==> src/rtl/readout_scheduler_if.sv <==
// Handshake bundle between the readout scheduler and the channel readout /
// event builder around it. The scheduler takes the master view.
interface readout_scheduler_if;
  logic        need_read;
  logic [15:0] ch_mask;
  logic        rd_done;
  logic        err_clr;
  logic [15:0] evt_tx;
  logic [3:0]  rd_sel;
  logic        rd_start;
  logic        hdr_wr;
  logic        trl_wr;
  logic        busy;
  logic [15:0] err_flags;

  modport master (
    input  need_read, ch_mask, rd_done, err_clr,
    output evt_tx, rd_sel, rd_start, hdr_wr, trl_wr, busy, err_flags
  );

  modport slave (
    output need_read, ch_mask, rd_done, err_clr,
    input  evt_tx, rd_sel, rd_start, hdr_wr, trl_wr, busy, err_flags
  );
endinterface

==> src/rtl/readout_scheduler.sv <==
// Readout scheduler: walks the 16 channel buffers once per event, framing
// the readout with a header and a trailer write, and flags channels that
// fail to finish within the timeout window.
module readout_scheduler #(
  parameter int TIMEOUT_CYC = 4095,
  parameter int HOLD_CYC    = 2
) (
  input logic                 clk,
  input logic                 reset,
  readout_scheduler_if.master bus
);

  typedef enum logic [3:0] {
    IDLE,
    HEADER,
    SCAN,
    REQ,
    WAIT,
    NEXT,
    TRAILER,
    DONE,
    HOLD
  } state_t;

  // One counter serves both the WAIT timeout and the HOLD dwell, so it is
  // sized for whichever window is longer.
  localparam int MAX_CYC = (TIMEOUT_CYC > HOLD_CYC) ? TIMEOUT_CYC : HOLD_CYC;
  localparam int CNT_W   = (MAX_CYC > 1) ? $clog2(MAX_CYC) : 1;
  localparam logic [CNT_W-1:0] TMO_LAST  = CNT_W'(TIMEOUT_CYC - 1);
  localparam logic [CNT_W-1:0] HOLD_LAST = CNT_W'(HOLD_CYC - 1);

  state_t            state_q, state_d;
  logic [3:0]        idx_q, idx_d;
  logic [CNT_W-1:0]  cnt_q, cnt_d;
  logic [15:0]       evtTx_q, evtTx_d;
  logic [15:0]       errFlags_q, errFlags_d;

  logic tmoHit;
  logic holdLast;

  // rd_done beats the timeout when both land on the same WAIT cycle.
  assign tmoHit   = (state_q == WAIT) && !bus.rd_done && (cnt_q == TMO_LAST);
  assign holdLast = (cnt_q == HOLD_LAST);

  // State register; reset aborts any event in progress.
  always_ff @(posedge clk) begin
    if (reset) state_q <= IDLE;
    else       state_q <= state_d;
  end

  // Datapath registers: channel index, shared cycle counter, event count, error flags.
  always_ff @(posedge clk) begin
    if (reset) begin
      idx_q      <= 4'd0;
      cnt_q      <= '0;
      evtTx_q    <= 16'd0;
      errFlags_q <= 16'd0;
    end else begin
      idx_q      <= idx_d;
      cnt_q      <= cnt_d;
      evtTx_q    <= evtTx_d;
      errFlags_q <= errFlags_d;
    end
  end

  // Next-state sequencing through header, per-channel scan/read, trailer and hold.
  always_comb begin
    state_d = state_q;
    unique case (state_q)
      IDLE:    if (bus.need_read) state_d = HEADER;
      HEADER:  state_d = SCAN;
      SCAN:    state_d = bus.ch_mask[idx_q] ? NEXT : REQ;
      REQ:     state_d = WAIT;
      WAIT:    if (bus.rd_done || (cnt_q == TMO_LAST)) state_d = NEXT;
      NEXT:    state_d = (idx_q == 4'hF) ? TRAILER : SCAN;
      TRAILER: state_d = DONE;
      DONE:    state_d = (HOLD_CYC > 0) ? HOLD : IDLE;
      HOLD:    if (holdLast) state_d = IDLE;
      default: state_d = IDLE;
    endcase
  end

  // Next values for the datapath; a timeout set overrides a same-cycle clear.
  always_comb begin
    idx_d      = idx_q;
    cnt_d      = cnt_q;
    evtTx_d    = evtTx_q;
    errFlags_d = bus.err_clr ? 16'd0 : errFlags_q;
    unique case (state_q)
      HEADER: idx_d = 4'd0;
      REQ:    cnt_d = '0;
      WAIT: begin
        cnt_d = cnt_q + 1'b1;
        if (tmoHit) errFlags_d[idx_q] = 1'b1;
      end
      NEXT:   if (idx_q != 4'hF) idx_d = idx_q + 4'd1;
      DONE: begin
        evtTx_d = evtTx_q + 16'd1;
        cnt_d   = '0;
      end
      HOLD:   cnt_d = cnt_q + 1'b1;
      default: ;
    endcase
  end

  // Moore outputs decoded purely from the registered state.
  always_comb begin
    bus.hdr_wr   = (state_q == HEADER);
    bus.rd_start = (state_q == REQ);
    bus.trl_wr   = (state_q == TRAILER);
    bus.busy     = (state_q != IDLE);
    bus.rd_sel   = 4'd0;
    if ((state_q == SCAN) || (state_q == REQ) || (state_q == WAIT) || (state_q == NEXT))
      bus.rd_sel = idx_q;
  end

  assign bus.evt_tx    = evtTx_q;
  assign bus.err_flags = errFlags_q;

endmodule

==> src/flat_wrapper.sv <==
// flat-port wrapper written by rule: the top's interface ports become plain ports
module readout_scheduler_flat 
#(
  parameter int TIMEOUT_CYC = 4095,
  parameter int HOLD_CYC    = 2
)
  (clk, reset, bus_need_read, bus_ch_mask, bus_rd_done, bus_err_clr, bus_evt_tx, bus_rd_sel, bus_rd_start, bus_hdr_wr, bus_trl_wr, bus_busy, bus_err_flags);
  readout_scheduler_if bus_i ();
  input logic clk;
  input logic reset;
  input wire logic [$bits(bus_i.need_read)-1:0] bus_need_read;
  input wire logic [$bits(bus_i.ch_mask)-1:0] bus_ch_mask;
  input wire logic [$bits(bus_i.rd_done)-1:0] bus_rd_done;
  input wire logic [$bits(bus_i.err_clr)-1:0] bus_err_clr;
  output wire logic [$bits(bus_i.evt_tx)-1:0] bus_evt_tx;
  output wire logic [$bits(bus_i.rd_sel)-1:0] bus_rd_sel;
  output wire logic [$bits(bus_i.rd_start)-1:0] bus_rd_start;
  output wire logic [$bits(bus_i.hdr_wr)-1:0] bus_hdr_wr;
  output wire logic [$bits(bus_i.trl_wr)-1:0] bus_trl_wr;
  output wire logic [$bits(bus_i.busy)-1:0] bus_busy;
  output wire logic [$bits(bus_i.err_flags)-1:0] bus_err_flags;
  assign bus_i.need_read = bus_need_read;
  assign bus_i.ch_mask = bus_ch_mask;
  assign bus_i.rd_done = bus_rd_done;
  assign bus_i.err_clr = bus_err_clr;
  assign bus_evt_tx = bus_i.evt_tx;
  assign bus_rd_sel = bus_i.rd_sel;
  assign bus_rd_start = bus_i.rd_start;
  assign bus_hdr_wr = bus_i.hdr_wr;
  assign bus_trl_wr = bus_i.trl_wr;
  assign bus_busy = bus_i.busy;
  assign bus_err_flags = bus_i.err_flags;
  readout_scheduler #(.TIMEOUT_CYC(TIMEOUT_CYC), .HOLD_CYC(HOLD_CYC)) u_core (.clk(clk), .reset(reset), .bus(bus_i));
endmodule
==> config.mk <==
export PLATFORM = sky130hd
export DESIGN_NAME = readout_scheduler_flat
export DESIGN_NICKNAME = d
export VERILOG_FILES = /design/src/rtl/readout_scheduler_if.sv /design/src/rtl/readout_scheduler.sv /design/src/flat_wrapper.sv
export SDC_FILE = /design/constraint.sdc
export NUM_CORES = 1
export LEC_CHECK = 0
export ABC_AREA = 1
export BUFFER_PORTS_ARGS = -buffer_cell sky130_fd_sc_hd__buf_2
export CAP_MARGIN = 10
export CORE_MARGIN = 5
export CORE_UTILIZATION = 49
export DETAILED_ROUTE_END_ITERATION = 8
export PLACE_DENSITY = 0.73
export SETUP_SLACK_MARGIN = 0.1
export SYNTH_ARGS = -nofsm -noshare
export SYNTH_HDL_FRONTEND = slang
export SYNTH_SLANG_ARGS = --single-unit
==> constraint.sdc <==
create_clock -name clk -period 2.97 [get_ports clk]
set_input_delay 0.1485 -clock clk [delete_from_list [all_inputs] [get_ports clk]]
set_output_delay 0.1485 -clock clk [all_outputs]
set_load 0.005 [all_outputs]
# After elaboration in Yosys (flattened, before gate mapping)
# Index checks and enable logic that the tools add are counted.
dict set report totals {
  register_bits 52
  in_bits 21
}
dict set report op_classes {
  add_sub_neg 3
  n_lt_le_gt_ge 2
  n_eq_ne 16
  n_mux 17
  bitwise_logic 1
  reduce_logical 16
}
# operator n
set ops {}
lappend ops {{2-to-1 mux 16 bit} 3}
lappend ops {{one-hot mux 4 bit (9 select lines)} 1}
lappend ops {{one-hot mux 12 bit (2 select lines)} 1}
lappend ops {{2-to-1 mux 4 bit} 5}
lappend ops {{adder 16 x 1 -> 16 bit, second input constant} 1}
lappend ops {{== test 4 x 3 -> 1 bit, second input constant} 4}
lappend ops {{bitwise OR 16 bit} 1}
lappend ops {{adder 12 x 1 -> 12 bit, second input constant} 1}
lappend ops {{== test 12 x 1 -> 1 bit, second input constant} 1}
lappend ops {{== test 12 bit, second input constant} 1}
lappend ops {{== test 4 x 2 -> 1 bit, second input constant} 2}
lappend ops {{== test 4 bit, second input constant} 2}
lappend ops {{one-hot mux 4 bit (2 select lines)} 1}
lappend ops {{2-to-1 mux 3 bit} 2}
lappend ops {{< comparator 4 x 5 -> 1 bit, second input constant} 1}
lappend ops {{adder 4 x 1 -> 4 bit, second input constant} 1}
lappend ops {{binary-select mux 1 bit (select 4 bit)} 1}
lappend ops {{demux 1 bit (select 4 bit)} 1}
lappend ops {{== test 4 x 1 -> 1 bit, second input constant} 1}
lappend ops {{greater-or-equal comparator 4 x 1 -> 1 bit, second input constant} 1}
lappend ops {{zero test 4 bit} 1}
lappend ops {{logical OR 1 bit} 4}
lappend ops {{inequality test 2 x 1 -> 1 bit, second input constant} 2}
lappend ops {{inequality test 2 bit, second input constant} 2}
lappend ops {{other kinds (9)} 14}

# Logic depth before layout (Yosys ltp)
dict set report depth {
  depth_word 7
  depth_mapped 10
  ltp_nobuf 10
}

# Worst setup path after synthesis
# No wires, ideal clock.
dict set report synth_timing {
  path_type {reg-to-reg}
  startpoint {register u_core.state_q[1]}
  endpoint {register u_core.evtTx_q[13] (netlist: u_core.bus.evt_tx[13])}
  arrival_time_ns 1.181
  setup_slack_ns 1.674
  stages_incl_launch_ff 10
  period_less_slack_ns 1.296
  cell_sequence {dfxtp_1 > nand2_4 > nor2_8 > nand3_2 > nor2_4 > nand2_2 > clkinv_1 > nand3_1 > nand2_1 > nor2_1}
}
dict set report synth_via {
  elab_chain_len 1
}
# element line
set synth_rtl {}
lappend synth_rtl {{start: declaration} readout_scheduler.sv:32} ;# state_t state_q, state_d;
lappend synth_rtl {{start signal: assignment} readout_scheduler.sv:48} ;# else state_q <= state_d;
lappend synth_rtl {{== test 4 x 3 -> 1 bit} readout_scheduler.sv:89} ;# unique case (state_q)
lappend synth_rtl {{end signal: assignment} readout_scheduler.sv:61} ;# evtTx_q <= evtTx_d;
lappend synth_rtl {{end: declaration} readout_scheduler.sv:35} ;# logic [15:0] evtTx_q, evtTx_d;
# No other way between the ends.
# A chain may end at the register's enable or synchronous reset.

# Worst setup path after layout
dict set report layout_timing {
  startpoint {register u_core.state_q[0]}
  endpoint {output bus_rd_sel[1]}
}
dict set report layout_via {
  elab_chain_len 5
}
# element line
set layout_rtl {}
lappend layout_rtl {{== test 4 x 2 -> 1 bit} readout_scheduler.sv:113} ;# if ((state_q == SCAN) || (state_q == REQ) || (state_q == WAIT) || (state_q == NEXT))
lappend layout_rtl {{logical OR 1 bit (2 in series)} readout_scheduler.sv:113}
lappend layout_rtl {{logical OR 1 bit (*)} readout_scheduler.sv:113}
lappend layout_rtl {{2-to-1 mux 4 bit (*)} readout_scheduler.sv:113}
lappend layout_rtl {{end: declaration} flat_wrapper.sv:16} ;# output wire logic [$bits(bus_i.rd_sel)-1:0] bus_rd_sel;
# Every way passes the cells marked *; elsewhere a longest branch is shown, timed or not.

==> metrics.sh <==
RUN_STATUS='finished, final reports clean'
DRIVE_GT1_SHARE_PCT=18.8
SYN_AVG_CELL_AREA_SQ_UM=6.59
FLOORPLAN.DIE_AREA_SQ_MM=0.00756
PLACED_CELLS_INCL_TAPS=563
DIE_HT_MICRONS=86.9
CORE_AREA_SQ_MM=0.00585
AREA_GROWTH_FROM_SYNTHESIS_TO_FINAL_LAYOUT_PCT=15.4
ANTENNA-DIODE-COUNT=0
MULTI_INPUT_LOGIC_AREA_SQ_MM=0.00157
LAYOUT_NETS=524
CTS.HOLD.BUFFERS_ADDED=0
TRITONCTS_NUM_SINKS=52
YS_SEQ_ELEMENTS=52
DRV.MAX_CAP_VIOLATION_COUNT=0
TIMING_HOLD_VIOLATIONS_FINAL=0
FINALSETUPVIOLCOUNT=0
ANTENNA_FOUND_INITIAL=0
P_PER_AREA_mW_PER_MM2=548
CLOCK_SKEW_NS=0.00587
TIMING.MAX_SLEW.REL_SLACK_PCT=56.6
WORSTPATHCELLLIST='inv_2, nor3_2, inv_1, o211ai_1, inv_1, nor2_1, buf_2'
PLEAK_uW=0.00145
NUM_VIAS=2920
WORST_SETUP_MARGIN_NS=1.01
POST_CTS_RESIZE_COUNT=0
CRITICAL_PATH.STARTPOINT_TYPE='flip-flop'
POST_DRT_WL_PER_CELL_MICRONS=11.7
CHIPWIDTH_MICRONS=86.9
NUMBER_OF_GLOBAL_ROUTE_VIAS_BEFORE_REPAIR=2724
SETUP-TNS-FINAL_NS=0
SYNTHCELLS=440
MOST-COMMON-LAYOUT-CELLS='sky130_fd_sc_hd__nand2_1 (107), sky130_fd_sc_hd__buf_2 (60), sky130_fd_sc_hd__inv_1 (53), sky130_fd_sc_hd__dfxtp_1 (52), sky130_fd_sc_hd__nor2_1 (48)'
CRITPATHBUFINV=4
FINAL_COMMON_CELL='sky130_fd_sc_hd__nand2_1'
FLOORPLAN.INITIALDENSITY_PCT=49.6
ROWS=28
BUFFER_PORTS.INSERTED=60
NFILLCELLS=583
CRIT_CELLS=7
CTS_TREE='done'
CTS_HTREE_LEVELS=2
IR_WORST_VDD_V=0.000296
HOLD-PATH-CELL-COUNT=4
SYNTH_CELL_TYPES=34
SYNTHESIS.AREA_SQ_MM=0.00290
MIN_PERIOD_OVER_PERIOD_PCT=66.2
IO_PINS=61
WORSTHOLDPATHTYPE='input pin to flip-flop'
SYNTH.YOSYS.SEQ_AREA_SHARE_PCT=35.9
SEQ_AREA_SQ_MM=0.00104
SYNTH_WARNINGS=0
TIMING.CRITICAL_PATH.MAX_DELAY_FAMILY='flip-flops'
SYNTH_NETS=469
NUMBER_OF_BUFFERS_ON_THE_LONGEST_CLOCK_PATH=2
RRSETUPSLACK_NS=1.18
GLOBALROUTEOVERFLOWTOTAL=0
DRTITER0DRC=146
GP_CONGESTION=0.850
HPWL_MM=5.08
REQUIRED_NS=2.82
WORSTSETUPPATHTYPE='flip-flop to output pin'
YS_DOMINANT_REG_CELL='sky130_fd_sc_hd__dfxtp_1'
SYNTH_EDF_COUNT=0
DRT_WIRELENGTH_MM=6.71
ACHIEVABLE-FREQUENCY_MHz=509
WIRE_LENGTH_OF_THE_FIRST_GLOBAL_ROUTING_PASS_MM=11.5
CP-END-KIND='output pin'
FINALMAXSLEWVIOLATIONS=0
CLK_LATENCY_NS=0.30
PIN_COUNT_OF_THE_BIGGEST_NET_ENTERING_GLOBAL_ROUTING=31
CP_SLOWEST_STAGE_DELAY_NS=0.48
FINALCRITICALPERIOD_NS=1.96
CTS_MADE_BUFFERS=5
CRITICAL_PATH_ARRIVAL_NS=1.82
SLOWEST_STAGE='sky130_fd_sc_hd__dfxtp_1'
CRIT_PATH_MAX_FANOUT=5
CTS-ROOT-BUF='sky130_fd_sc_hd__clkbuf_8'
POST_CTS_BUFFERS=0
FINISH.CELL_COUNT_WITHOUT_FILLERS=571
RSZ0062_AT_GRT='false'
R2R.WORST_PATH.CELLS=6
ASYNC_RESET_FF_SHARE_PCT=0
DRC_VIOLS=0
CRITICAL-PATH-TOP-CELL-BY-COUNT='sky130_fd_sc_hd__inv_1'
CLK_TRANSITION_REPORTED_PATHS_NS=0.09
GRTUSAGETOTAL_PCT=18.4
ANTENNA_VIOLATING_NETS_POST_ROUTE=0
VIAS_PER_CELL=5.11
FIRST_PASS_ITERS=4
TIMING_WORST_SLEW_PIN_VALUE_NS=0.651
PLACE_WS_NS=1.18
metrics by stage:
stage                     hold slack, ns  total power [uW]  instance area [sq um]  utilization [%]
after floorplan                    0.359              1220                   2900                -
after global placement             0.451              1340                   3240             55.3
after detailed placement           0.454              1360                   3240             55.3
after CTS                          0.210              1850                   3350             57.2
after global routing               0.224              1960                   3350             57.2
final                              0.216              1840                   3350             57.2
worst register-to-register path, stage by stage (launching register included):
cell                      delay (ns)
sky130_fd_sc_hd__dfxtp_1        0.49
sky130_fd_sc_hd__nand4_1        0.49
sky130_fd_sc_hd__nor3_2         0.30
sky130_fd_sc_hd__nand2_1        0.14
sky130_fd_sc_hd__nor2_1         0.11
sky130_fd_sc_hd__o21ai_0        0.08
sky130_fd_sc_hd__nor2_1         0.11
final cells by class:
cell class	count	share of cell area [%]
inverter	62	6.95
timing repair buffer	60	8.97
sequential	52	31.1
clock inverter	3	1.27
multi-input combinational	314	46.8
clock buffer	5	2.06
tap	75	2.80
synthesized netlist by cell type (2+ instances only):
master	n	area [sq um]
sky130_fd_sc_hd__o21ai_1	8	40.0
sky130_fd_sc_hd__dfxtp_1	52	1040
sky130_fd_sc_hd__inv_1	53	199
sky130_fd_sc_hd__nor2_2	2	12.5
sky130_fd_sc_hd__a21oi_1	44	220
sky130_fd_sc_hd__nor2_4	3	33.8
sky130_fd_sc_hd__o211ai_1	2	15.0
sky130_fd_sc_hd__or2_2	2	12.5
sky130_fd_sc_hd__nand4_1	19	119
sky130_fd_sc_hd__buf_2	2	10.0
sky130_fd_sc_hd__nand2_2	5	31.3
sky130_fd_sc_hd__nand3_1	24	120
sky130_fd_sc_hd__clkbuf_1	8	30.0
sky130_fd_sc_hd__clkinv_1	2	7.51
sky130_fd_sc_hd__inv_2	7	26.3
sky130_fd_sc_hd__ha_1	8	100
sky130_fd_sc_hd__nor2_1	48	180
sky130_fd_sc_hd__xor2_1	3	26.3
sky130_fd_sc_hd__o21ai_0	16	80.1
sky130_fd_sc_hd__nand2_1	107	402
sky130_fd_sc_hd__nor3_2	2	20.0
sky130_fd_sc_hd__nor3_1	11	55.1
registers in the layout, indices dropped and copies added, names as in the netlist:
name and count:
u_core.bus.err_flags 16, u_core.bus.evt_tx 16, u_core.cnt_q 12, u_core.idx_q 4, u_core.state_q 4
layer usage:
layer	track usage, %	wire length (microns)
met2	31.4	3210
met5	0	0
met3	4.35	442
met1	23.1	3020
met4	5.24	35
where the power goes:
group	internal [uW]	total (uW)	switching (uW)
Clock	250	488	238
Sequential	730	802	71.8
Combinational	183	545	362
Total	1160	1840	672
logic make-up after synthesis:
family / after synthesis / synth area share (%)
fa+ha+maj: 8 / 3.45
xor+xnor: 4 / 1.21
compound gates: 74 / 13.5
simple gates: 228 / 35.9
flops: 52 / 35.9
buf+inv: 74 / 10.1
path summary, 6_finish.rpt:
kind,from,to
max,u_core.state_q[0],bus_rd_sel[1]
min,bus_need_read,u_core.state_q[0]
max reg2reg,u_core.state_q[1],u_core.bus.evt_tx[6]
min reg2reg,u_core.bus.err_flags[13],u_core.bus.err_flags[13]
Note: power is estimated with default switching activity, not from simulation.
